**config.mk**
```make
export PLATFORM = sky130hd
export DESIGN_NAME = vend_ctrl
export DESIGN_NICKNAME = d
export VERILOG_FILES = /design/src/rtl/vend_ctrl.sv
export SDC_FILE = /design/constraint.sdc
export NUM_CORES = 1
export LEC_CHECK = 0
export CAP_MARGIN = 10
export CORE_MARGIN = 1.5
export CORE_UTILIZATION = 24
export DETAILED_ROUTE_END_ITERATION = 10
export SKIP_LAST_GASP = 1
export SLEW_MARGIN = 20
export SYNTH_ARGS = -nofsm -noshare
export SYNTH_HDL_FRONTEND = slang
export SYNTH_SLANG_ARGS = --single-unit
```
**constraint.sdc**
```tcl
create_clock -name clk -period 6.2 [get_ports clk]
set_input_delay 1.86 -clock clk [delete_from_list [all_inputs] [get_ports clk]]
set_output_delay 1.86 -clock clk [all_outputs]
set_load 0.02 [all_outputs]
```
**src/rtl/vend_ctrl.sv**
```systemverilog
// Multi-product vending controller: coin credit, affordability decode, vend and change handshake.
// Defining VEND_STOCK_EN adds per-product 4-bit stock counters and the restock port.
module vend_ctrl #(
    parameter int                    CW         = 8,
    parameter int                    N_DRINK    = 4,
    parameter logic [N_DRINK*CW-1:0] PRICES     = {8'd25, 8'd20, 8'd15, 8'd10},
    parameter int                    MAX_CREDIT = 255,
    parameter int                    STOCK_INIT = 4,
    localparam int                   IW         = $clog2(N_DRINK)
) (
    input  logic               clk,
    input  logic               reset,
    input  logic               coin_valid,
    input  logic [CW-1:0]      coin_value,
    input  logic               sel_valid,
    input  logic [IW-1:0]      sel_idx,
    input  logic               cancel,
    input  logic               change_ack,
`ifdef VEND_STOCK_EN
    input  logic               restock,
    input  logic [IW-1:0]      restock_idx,
`endif
    output logic [CW-1:0]      credit,
    output logic [N_DRINK-1:0] avail,
    output logic               dispense,
    output logic [IW-1:0]      dispense_idx,
    output logic               change_valid,
    output logic [CW-1:0]      change_amt,
    output logic               coin_reject,
    output logic               sel_err,
    output logic               busy
);

    typedef enum logic [1:0] {
        ST_COLLECT = 2'd0,
        ST_VEND    = 2'd1,
        ST_REFUND  = 2'd2
    } state_e;

    localparam logic [CW:0] MAX_CREDIT_W = (CW+1)'(MAX_CREDIT);

    state_e               state_r;
    logic [CW-1:0]        credit_r;
    logic                 dispense_r;
    logic [IW-1:0]        dispense_idx_r;
    logic                 change_valid_r;
    logic [CW-1:0]        change_amt_r;
    logic                 coin_reject_r;
    logic                 sel_err_r;

    logic [N_DRINK-1:0]   stock_ok_s;
    logic [N_DRINK-1:0]   avail_s;
    logic                 sel_ok_s;
    logic [CW:0]          coin_sum_s;
    logic                 coin_over_s;
    logic [CW-1:0]        vend_price_s;
    logic [CW-1:0]        credit_left_s;

    function automatic logic [CW-1:0] price_of(input int i);
        return PRICES[i*CW +: CW];
    endfunction

`ifdef VEND_STOCK_EN
    logic [3:0] stock_r [N_DRINK];

    // Stock counters: restock overrides a same-cycle vend decrement of the same product.
    always_ff @(posedge clk or posedge reset) begin
        if (reset) begin
            for (int i = 0; i < N_DRINK; i++) begin
                stock_r[i] <= 4'(STOCK_INIT);
            end
        end else begin
            for (int i = 0; i < N_DRINK; i++) begin
                if (restock && (restock_idx == IW'(i))) begin
                    stock_r[i] <= 4'(STOCK_INIT);
                end else if ((state_r == ST_VEND) && (dispense_idx_r == IW'(i)) &&
                             (stock_r[i] != 4'd0)) begin
                    stock_r[i] <= stock_r[i] - 4'd1;
                end
            end
        end
    end

    // A product with empty stock is never offered.
    always_comb begin
        stock_ok_s = '0;
        for (int i = 0; i < N_DRINK; i++) begin
            stock_ok_s[i] = (stock_r[i] != 4'd0);
        end
    end
`else
    // Without stock tracking every product is always in stock.
    always_comb begin
        stock_ok_s = {N_DRINK{1'b1}};
    end
`endif

    // Affordability decode, selection check, coin overflow and post-vend credit.
    always_comb begin
        coin_sum_s   = {1'b0, credit_r} + {1'b0, coin_value};
        coin_over_s  = (coin_sum_s > MAX_CREDIT_W);
        avail_s      = '0;
        sel_ok_s     = 1'b0;
        vend_price_s = '0;
        for (int i = 0; i < N_DRINK; i++) begin
            avail_s[i]   = (state_r == ST_COLLECT) && (credit_r >= price_of(i)) && stock_ok_s[i];
            sel_ok_s     = sel_ok_s | ((sel_idx == IW'(i)) & avail_s[i]);
            vend_price_s = vend_price_s | (price_of(i) & {CW{dispense_idx_r == IW'(i)}});
        end
        credit_left_s = credit_r - vend_price_s;
    end

    // Main controller: cancel beats select beats coin; every busy-state coin is bounced.
    always_ff @(posedge clk or posedge reset) begin
        if (reset) begin
            state_r        <= ST_COLLECT;
            credit_r       <= '0;
            dispense_r     <= 1'b0;
            dispense_idx_r <= '0;
            change_valid_r <= 1'b0;
            change_amt_r   <= '0;
            coin_reject_r  <= 1'b0;
            sel_err_r      <= 1'b0;
        end else begin
            dispense_r    <= 1'b0;
            coin_reject_r <= 1'b0;
            sel_err_r     <= 1'b0;
            case (state_r)
                ST_COLLECT: begin
                    if (cancel) begin
                        coin_reject_r <= coin_valid;
                        if (credit_r != '0) begin
                            state_r        <= ST_REFUND;
                            change_valid_r <= 1'b1;
                            change_amt_r   <= credit_r;
                        end
                    end else if (sel_valid) begin
                        coin_reject_r <= coin_valid;
                        if (sel_ok_s) begin
                            state_r        <= ST_VEND;
                            dispense_r     <= 1'b1;
                            dispense_idx_r <= sel_idx;
                        end else begin
                            sel_err_r <= 1'b1;
                        end
                    end else if (coin_valid) begin
                        if (coin_over_s) begin
                            coin_reject_r <= 1'b1;
                        end else begin
                            credit_r <= coin_sum_s[CW-1:0];
                        end
                    end
                end
                ST_VEND: begin
                    coin_reject_r <= coin_valid;
                    credit_r      <= credit_left_s;
                    if (credit_left_s != '0) begin
                        state_r        <= ST_REFUND;
                        change_valid_r <= 1'b1;
                        change_amt_r   <= credit_left_s;
                    end else begin
                        state_r <= ST_COLLECT;
                    end
                end
                ST_REFUND: begin
                    coin_reject_r <= coin_valid;
                    if (change_ack) begin
                        state_r        <= ST_COLLECT;
                        credit_r       <= '0;
                        change_valid_r <= 1'b0;
                        change_amt_r   <= '0;
                    end
                end
                default: begin
                    state_r        <= ST_COLLECT;
                    change_valid_r <= 1'b0;
                end
            endcase
        end
    end

    assign credit       = credit_r;
    assign avail        = avail_s;
    assign dispense     = dispense_r;
    assign dispense_idx = dispense_idx_r;
    assign change_valid = change_valid_r;
    assign change_amt   = change_amt_r;
    assign coin_reject  = coin_reject_r;
    assign sel_err      = sel_err_r;
    assign busy         = (state_r != ST_COLLECT);

endmodule

```
==> run summary, run 1 <==
Status = finished, final reports clean
Grt ovf = 0
Input/output buffers = 42
Actual slew at the worst max-slew pin = 0.9092 ns
Worst min-delay path class = reg2reg
Final Slew Violations = 0
Leakage = 1.162 nW
Final antenna-violating net count = 0
Initial antenna violation count = 0
Area growth syn-to-layout = 27.90%
Total GRT Usage = 0.1256
Clk pin slew, worst setup/hold paths = 0.09 ns
Htree depth = 1
Total CTS buffers = 3
Initial DRT Pass Iterations = 4
Syn Inst Count = 237
DRT iter0 DRCs = 134
Longest Clk Path Bufs = 2
Post-CTS setup buffer count = 0
Total Wirelength = 5642 um
Crit path from = coin_value[0]
# DRC = 0
First-pass GRT wire length = 9660 um
Final GP Congestion = 0.8488
Final #Nets = 317
Die area = 0.009431 mm2
Resized Gates After CTS = 0
DP Wirelength = 4552 um
Mux cell area share after synthesis = 0.09535
Arrival @ worst endpoint = 4.38 ns
Largest net degree at the start of global routing = 25
Netlist cell types = 54
Final Hold Vio Count = 0
Share of the yosys chip area belonging to registers = 0.2825
Startpoint types = primary input
YS warnings = 0
RSZ-0062 raised after global routing = false
Adder-cell share of the synthesized area = 0.1483
Fmax = 237.3 MHz
Max cap viols = 0
Starting Density = 0.2462
CP Capture Type = flip-flop
Ports = 43
Minimum clock period = 4.214 ns
Final Non-Filler Cells = 384
Post-synthesis xor/xnor area fraction = 0.02060
Via-to-Cell Ratio = 4.859
Reg2reg start = dispense_idx[0]$_DFFE_PP0P_
Syn nets = 277
Dominant synthesized flop cell = dfrtp_1
Hold_buf cts = 0
Setup TNS = 0 ns
Vias in the first global route = 1,942
Async SR Flop Fraction = 1.000
Synthesized flop and latch total = 24
VDD IR-drop max = 0.0002772 V
Die W = 97.12 um
Req. time, crit path = 6.36 ns
CTS sink cnt = 24
Final Skew = 0.004781 ns
Vias = 1,866
Share of cells above drive strength 1 = 0.1196
CTS tree = built
Post-synth EDFFs = 0
Rows = 34
Dpl cells = 380
Crit path kind = in2reg
PwrDens = 614.2 mW/mm2
Hold_sp = change_valid$_DFFE_PP0P_
Core area = 0.008636 mm2
Clk_lat worst skew = 0.27 ns
Mean Syn Cell Area = 8.970 um2
Largest family of logic cells by synthesized area = compound AO/OA/AOI/OAI gates
CP max FO = 8
Mapped cell area = 0.002126 mm2
Setup violations, final = 0
WL/cell = 14.69 um
Ant diodes = 0
Fraction of the mapped netlist area in compound gates = 0.2225
Synth Area in Simple Gates = 0.1689
Clk root buf = clkbuf_8
Slew HR = 0.3901
Fin crit share = 0.6797
Die height = 97.12 um
metrics by stage:
stage                 util  hold slack, ns  total power [W]  instance area [um2]  setup WS [ns]
floorplan                -          0.4998         0.001181                 2126          2.438
global placement    0.3066          0.5004         0.001511                 2648          1.746
detailed placement  0.3066          0.4917         0.001532                 2648          1.688
CTS                 0.3148          0.5170         0.001682                 2719          1.977
global route        0.3148          0.5432         0.001825                 2719          1.840
finish              0.3148          0.5126         0.001670                 2719          1.986
flip-flops by register name (all words and copies together) (netlist names):
signal / count
change_amt: 8
change_valid: 1
coin_reject: 1
credit: 8
dispense: 1
dispense_idx: 2
sel_err: 1
state_r: 2
cells by family (layout without fill, tap and decap cells):
group	count (synthesis)	after routing
AO/OA/AOI/OAI	65	65
buffers and inverters	33	72
adder cells (fa/ha/maj)	24	24
XOR/XNOR	5	5
AND/OR/NAND/NOR	70	70
multiplexers	16	16
flip-flops	24	24
cell usage in the layout, fill, tap and decap left out, types with 4 or more instances in the layout:
master	instances
clkdlybuf4s50_1	42
inv_1	25
dfrtp_1	24
ha_1	22
nor2_1	18
o21ai_0	17
nand2_1	16
a21oi_1	14
mux2_4	7
mux2_2	6
nand2b_1	5
nand3_1	5
nor2b_1	4
xor2_1	4
or3_1	4
o22ai_1	4
Yosys cell counts (all sizes together) (2+ instances only):
library cell | instances | share of area
fa | 2 | 0.019
nand4 | 2 | 0.0059
inv | 26 | 0.046
nor2b | 4 | 0.012
o221ai | 3 | 0.012
nor3b | 4 | 0.016
nand3 | 5 | 0.012
nand2 | 16 | 0.028
ha | 22 | 0.13
dfrtp | 24 | 0.28
a211oi | 2 | 0.0094
mux2 | 13 | 0.081
nand2b | 5 | 0.015
mux2i | 3 | 0.014
o32a | 2 | 0.0094
a31o | 4 | 0.016
or3 | 5 | 0.015
a31oi | 2 | 0.0059
nor2 | 19 | 0.035
xor2 | 4 | 0.016
clkbuf | 6 | 0.011
o21ai | 17 | 0.040
o2bb2ai | 3 | 0.012
or2 | 2 | 0.0059
nor3 | 4 | 0.012
a21oi | 14 | 0.033
o22ai | 4 | 0.012
report_power, final:
part / internal (W) / total (W) / switching [W]
registers: 0.000219 / 0.000312 / 0.0000930
clock network: 0.0000864 / 0.000140 / 0.0000537
logic: 0.000545 / 0.00122 / 0.000673
area by class of cell:
class	instances	area, um2
Clock buffer	3	41.29
Multi-Input combinational cell	180	1394
Fill cell	911	5917
Tap cell	108	135.1
Timing Repair Buffer	42	420.4
Sequential cell	24	600.6
Clock inverter	1	30.03
Inverter	26	97.59
path summary, 6_finish.rpt:
check | endpoint | slack (ns) | cells after the start
max | credit[1]$_DFFE_PP0P_ | 1.99 | 10
min | change_valid$_DFFE_PP0P_ | 0.51 | 1
max reg2reg | change_amt[7]$_DFFE_PP0P_ | 2.88 | 10
min reg2reg | change_valid$_DFFE_PP0P_ | 0.51 | 1
max in group asynchronous | dispense_idx[1]$_DFFE_PP0P_ | 3.80 | 2
min in group asynchronous | credit[5]$_DFFE_PP0P_ | 1.98 | 2
critical path: stages:
cell and delay, ns:
clkdlybuf4s50_1 0.46, ha_1 0.16, inv_1 0.05, fa_1 0.39, nand2b_1 0.18, a21oi_1 0.22, or2_2 0.17, a311oi_2 0.12
nor2_2 0.36, mux2_2 0.39
routing by layer:
layer  track usage  vias to the layer above  part of all wire
met5             0                        -                 0
met4       0.02341                        0            0.0050
met3       0.03022                        2             0.052
met2        0.2071                       51              0.45
met1        0.1686                      880              0.49
li1              -                      933                 -
Note: power is estimated with default switching activity, not from simulation.
==> run 2, diff against run 1 <==
Clock period 6.2 ns to 4.25 ns, I/O delays scaled along.
==> run summary, run 2 (synthesized netlist as in run 1, its figures left out) <==
Status = finished, final reports clean
RSZ-0062 raised after global routing = false
Net Sw Frac = 0.4914 (+0.0007190)
Fmax = 275.2 MHz
Initial antenna violation count = 0 (unchanged)
Starting Density = 0.2462 (unchanged)
Dpl cells = 380 (unchanged)
Req. time, crit path = 4.41 ns (-1.95 ns)
Arrival @ worst endpoint = 3.80 ns (-0.58 ns)
Die W = 97.12 um (unchanged)
Actual slew at the worst max-slew pin = 0.9216 ns (+0.01234 ns)
# DRC = 0 (unchanged)
Final antenna-violating net count = 0 (unchanged)
Critical Path Max Stage Delay = 0.46 ns (about the same)
Critical Path, Cell by Cell = clkdlybuf4s50_1, ha_1, inv_1, fa_1, nand2b_1, a21oi_1, or2_2, a311oi_2, nor2_2, mux2_2
Clk_lat worst skew = 0.27 ns (about the same)
Crit-path leading delay family = simple AND/OR/NAND/NOR gates
Most frequent cells in the layout = 42 x clkdlybuf4s50_1, 25 x inv_1, 24 x dfrtp_1
Final Util = 0.3148 (unchanged)
Largest net degree at the start of global routing = 25 (unchanged)
Max cap viols = 0 (unchanged)
Final Slew Violations = 0 (unchanged)
PwrDens = 897.3 mW/mm2 (+46%)
Vias = 1,909 (+2.3%)
CP Capture Type = flip-flop
Total Wirelength = 5643 um (about the same)
DP Wirelength = 4543 um (-0.20%)
Longest Clk Path Bufs = 2 (unchanged)
Via-to-Cell Ratio = 4.971 (+2.3%)
Final GP Congestion = 0.8488 (unchanged)
Clk pin slew, worst setup/hold paths = 0.09 ns (about the same)
WL/cell = 14.70 um (about the same)
VDD IR-drop max = 0.0003854 V (+39%)
CP max FO = 8 (unchanged)
Leakage = 1.162 nW (unchanged)
Hold_buf cts = 0 (unchanged)
Final Non-Filler Cells = 384 (unchanged)
Input/output buffers = 42 (unchanged)
Minimum clock period = 3.634 ns
Rows = 34 (unchanged)
Htree depth = 1 (unchanged)
Ports = 43 (unchanged)
Worst min-delay path class = reg2reg
DRT iter0 DRCs = 99 (-26%)
Comb power frac = 0.728 (about the same)
Fin crit share = 0.8550
Net switching power = 0.001199 W (+46%)
CP max-delay cell = clkdlybuf4s50_1
Worst Path Buf+Inv = 2 (unchanged)
Vias in the first global route = 1,937 (-0.26%)
Post-CTS setup buffer count = 0 (unchanged)
Share of cells above drive strength 1 = 0.1196 (unchanged)
Setup TNS = 0 ns (unchanged)
Die height = 97.12 um (unchanged)
First-pass GRT wire length = 9722 um (+0.64%)
Initial DRT Pass Iterations = 4 (unchanged)
Final Hold Vio Count = 0 (unchanged)
Fin Hold WS = 0.5207 ns (+0.008035 ns)
CTS sink cnt = 24 (unchanged)
Area taken by multi-input logic gates = 0.001394 mm2 (unchanged)
Slew HR = 0.3818 (-0.008278)
Ant diodes = 0 (unchanged)
Commonest non-fill, non-tap cell in the layout = clkdlybuf4s50_1
Area growth syn-to-layout = 27.90% (unchanged)
Die area = 0.009431 mm2 (unchanged)
Power share of the sequential group = 0.186 (about the same)
Startpoint types = primary input
Fillers = 920 (+0.99%)
Clk pwr share = 0.086 (+0.002)
Resized Gates After CTS = 0 (unchanged)
CTS tree = built
Final Skew = 0.003145 ns (-0.001636 ns)
Core area = 0.008636 mm2 (unchanged)
Clk root buf = clkbuf_8
Int Pwr = 0.001241 W (+46%)
Grt ovf = 0 (unchanged)
Total GRT Usage = 0.1258 (+0.0001525)
Crit path kind = in2reg
Setup violations, final = 0 (unchanged)
Register area = 600.6 um2 (unchanged)
Final #Nets = 317 (unchanged)
Total CTS buffers = 3 (unchanged)
[run 2: cell counts in the layout (fill, tap and decap cells not counted)]
Identical to the previous run, type by type.
[run 2: cell type report]
type / count / area share
Clock buffer: 3 / 0.01519
Clock inverter: 1 / 0.01104
Inverter: 26 / 0.03590
Multi-Input combinational cell: 180 / 0.5127
Sequential cell: 24 / 0.2209
Tap cell: 108 / 0.04970
Timing Repair Buffer: 42 / 0.1546
[run 2: final timing paths]
| check | endpoint | slack, ns | cells after the start | from |
|---|---|---|---|---|
| setup / recovery | credit[1]$_DFFE_PP0P_ | 0.62 | 10 | coin_value[0] |
| hold / removal | change_amt[5]$_DFFE_PP0P_ | 0.52 | 1 | change_amt[5]$_DFFE_PP0P_ |
| setup reg to reg | change_amt[3]$_DFFE_PP0P_ | 0.91 | 10 | dispense_idx[0]$_DFFE_PP0P_ |
| hold reg to reg | change_amt[5]$_DFFE_PP0P_ | 0.52 | 1 | change_amt[5]$_DFFE_PP0P_ |
| max in group asynchronous | dispense_idx[1]$_DFFE_PP0P_ | 2.43 | 2 | reset |
| min in group asynchronous | change_amt[7]$_DFFE_PP0P_ | 1.40 | 2 | reset |
[run 2: stage by stage]
stage	setup slack [ns]	area (um2)	power, W
finish	0.6163	2719	0.002440
global route	0.4670	2719	0.002665
CTS	0.6194	2719	0.002456
detailed placement	0.3342	2648	0.002237
global placement	0.3811	2648	0.002205
floorplan	1.073	2126	0.001722
[run 2: routing by layer]
layer / wire [um] / vias up / global-route usage
li1: - / 931 / -
met1: 2654 / 916 / 0.1722
met2: 2614 / 60 / 0.2049
met3: 362 / 2 / 0.03022
met4: 11 / 0 / 0.02007
met5: 0 / - / 0
[run 2: power groups by stage]
stage / Sequential, W / Clock [W] / Combinational [W]
final: 0.000455 / 0.000209 / 0.00178
after global routing: 0.000477 / 0.000223 / 0.00196
after CTS: 0.000458 / 0.000211 / 0.00179
after detailed placement: 0.000462 / 0 / 0.00177
after global placement: 0.000460 / 0 / 0.00174
after floorplan: 0.000506 / 0 / 0.00122
[run 2: worst reg2reg max path, cell delays in order (launching register included)]
cell	delay [ns]
dfrtp_1	0.46
inv_1	0.13
ha_1	0.15
nor2_1	0.07
fa_1	0.44
a211oi_2	0.29
o21ba_2	0.21
nand3_1	0.14
a2111oi_4	0.41
a31o_1	0.58
mux2_4	0.35
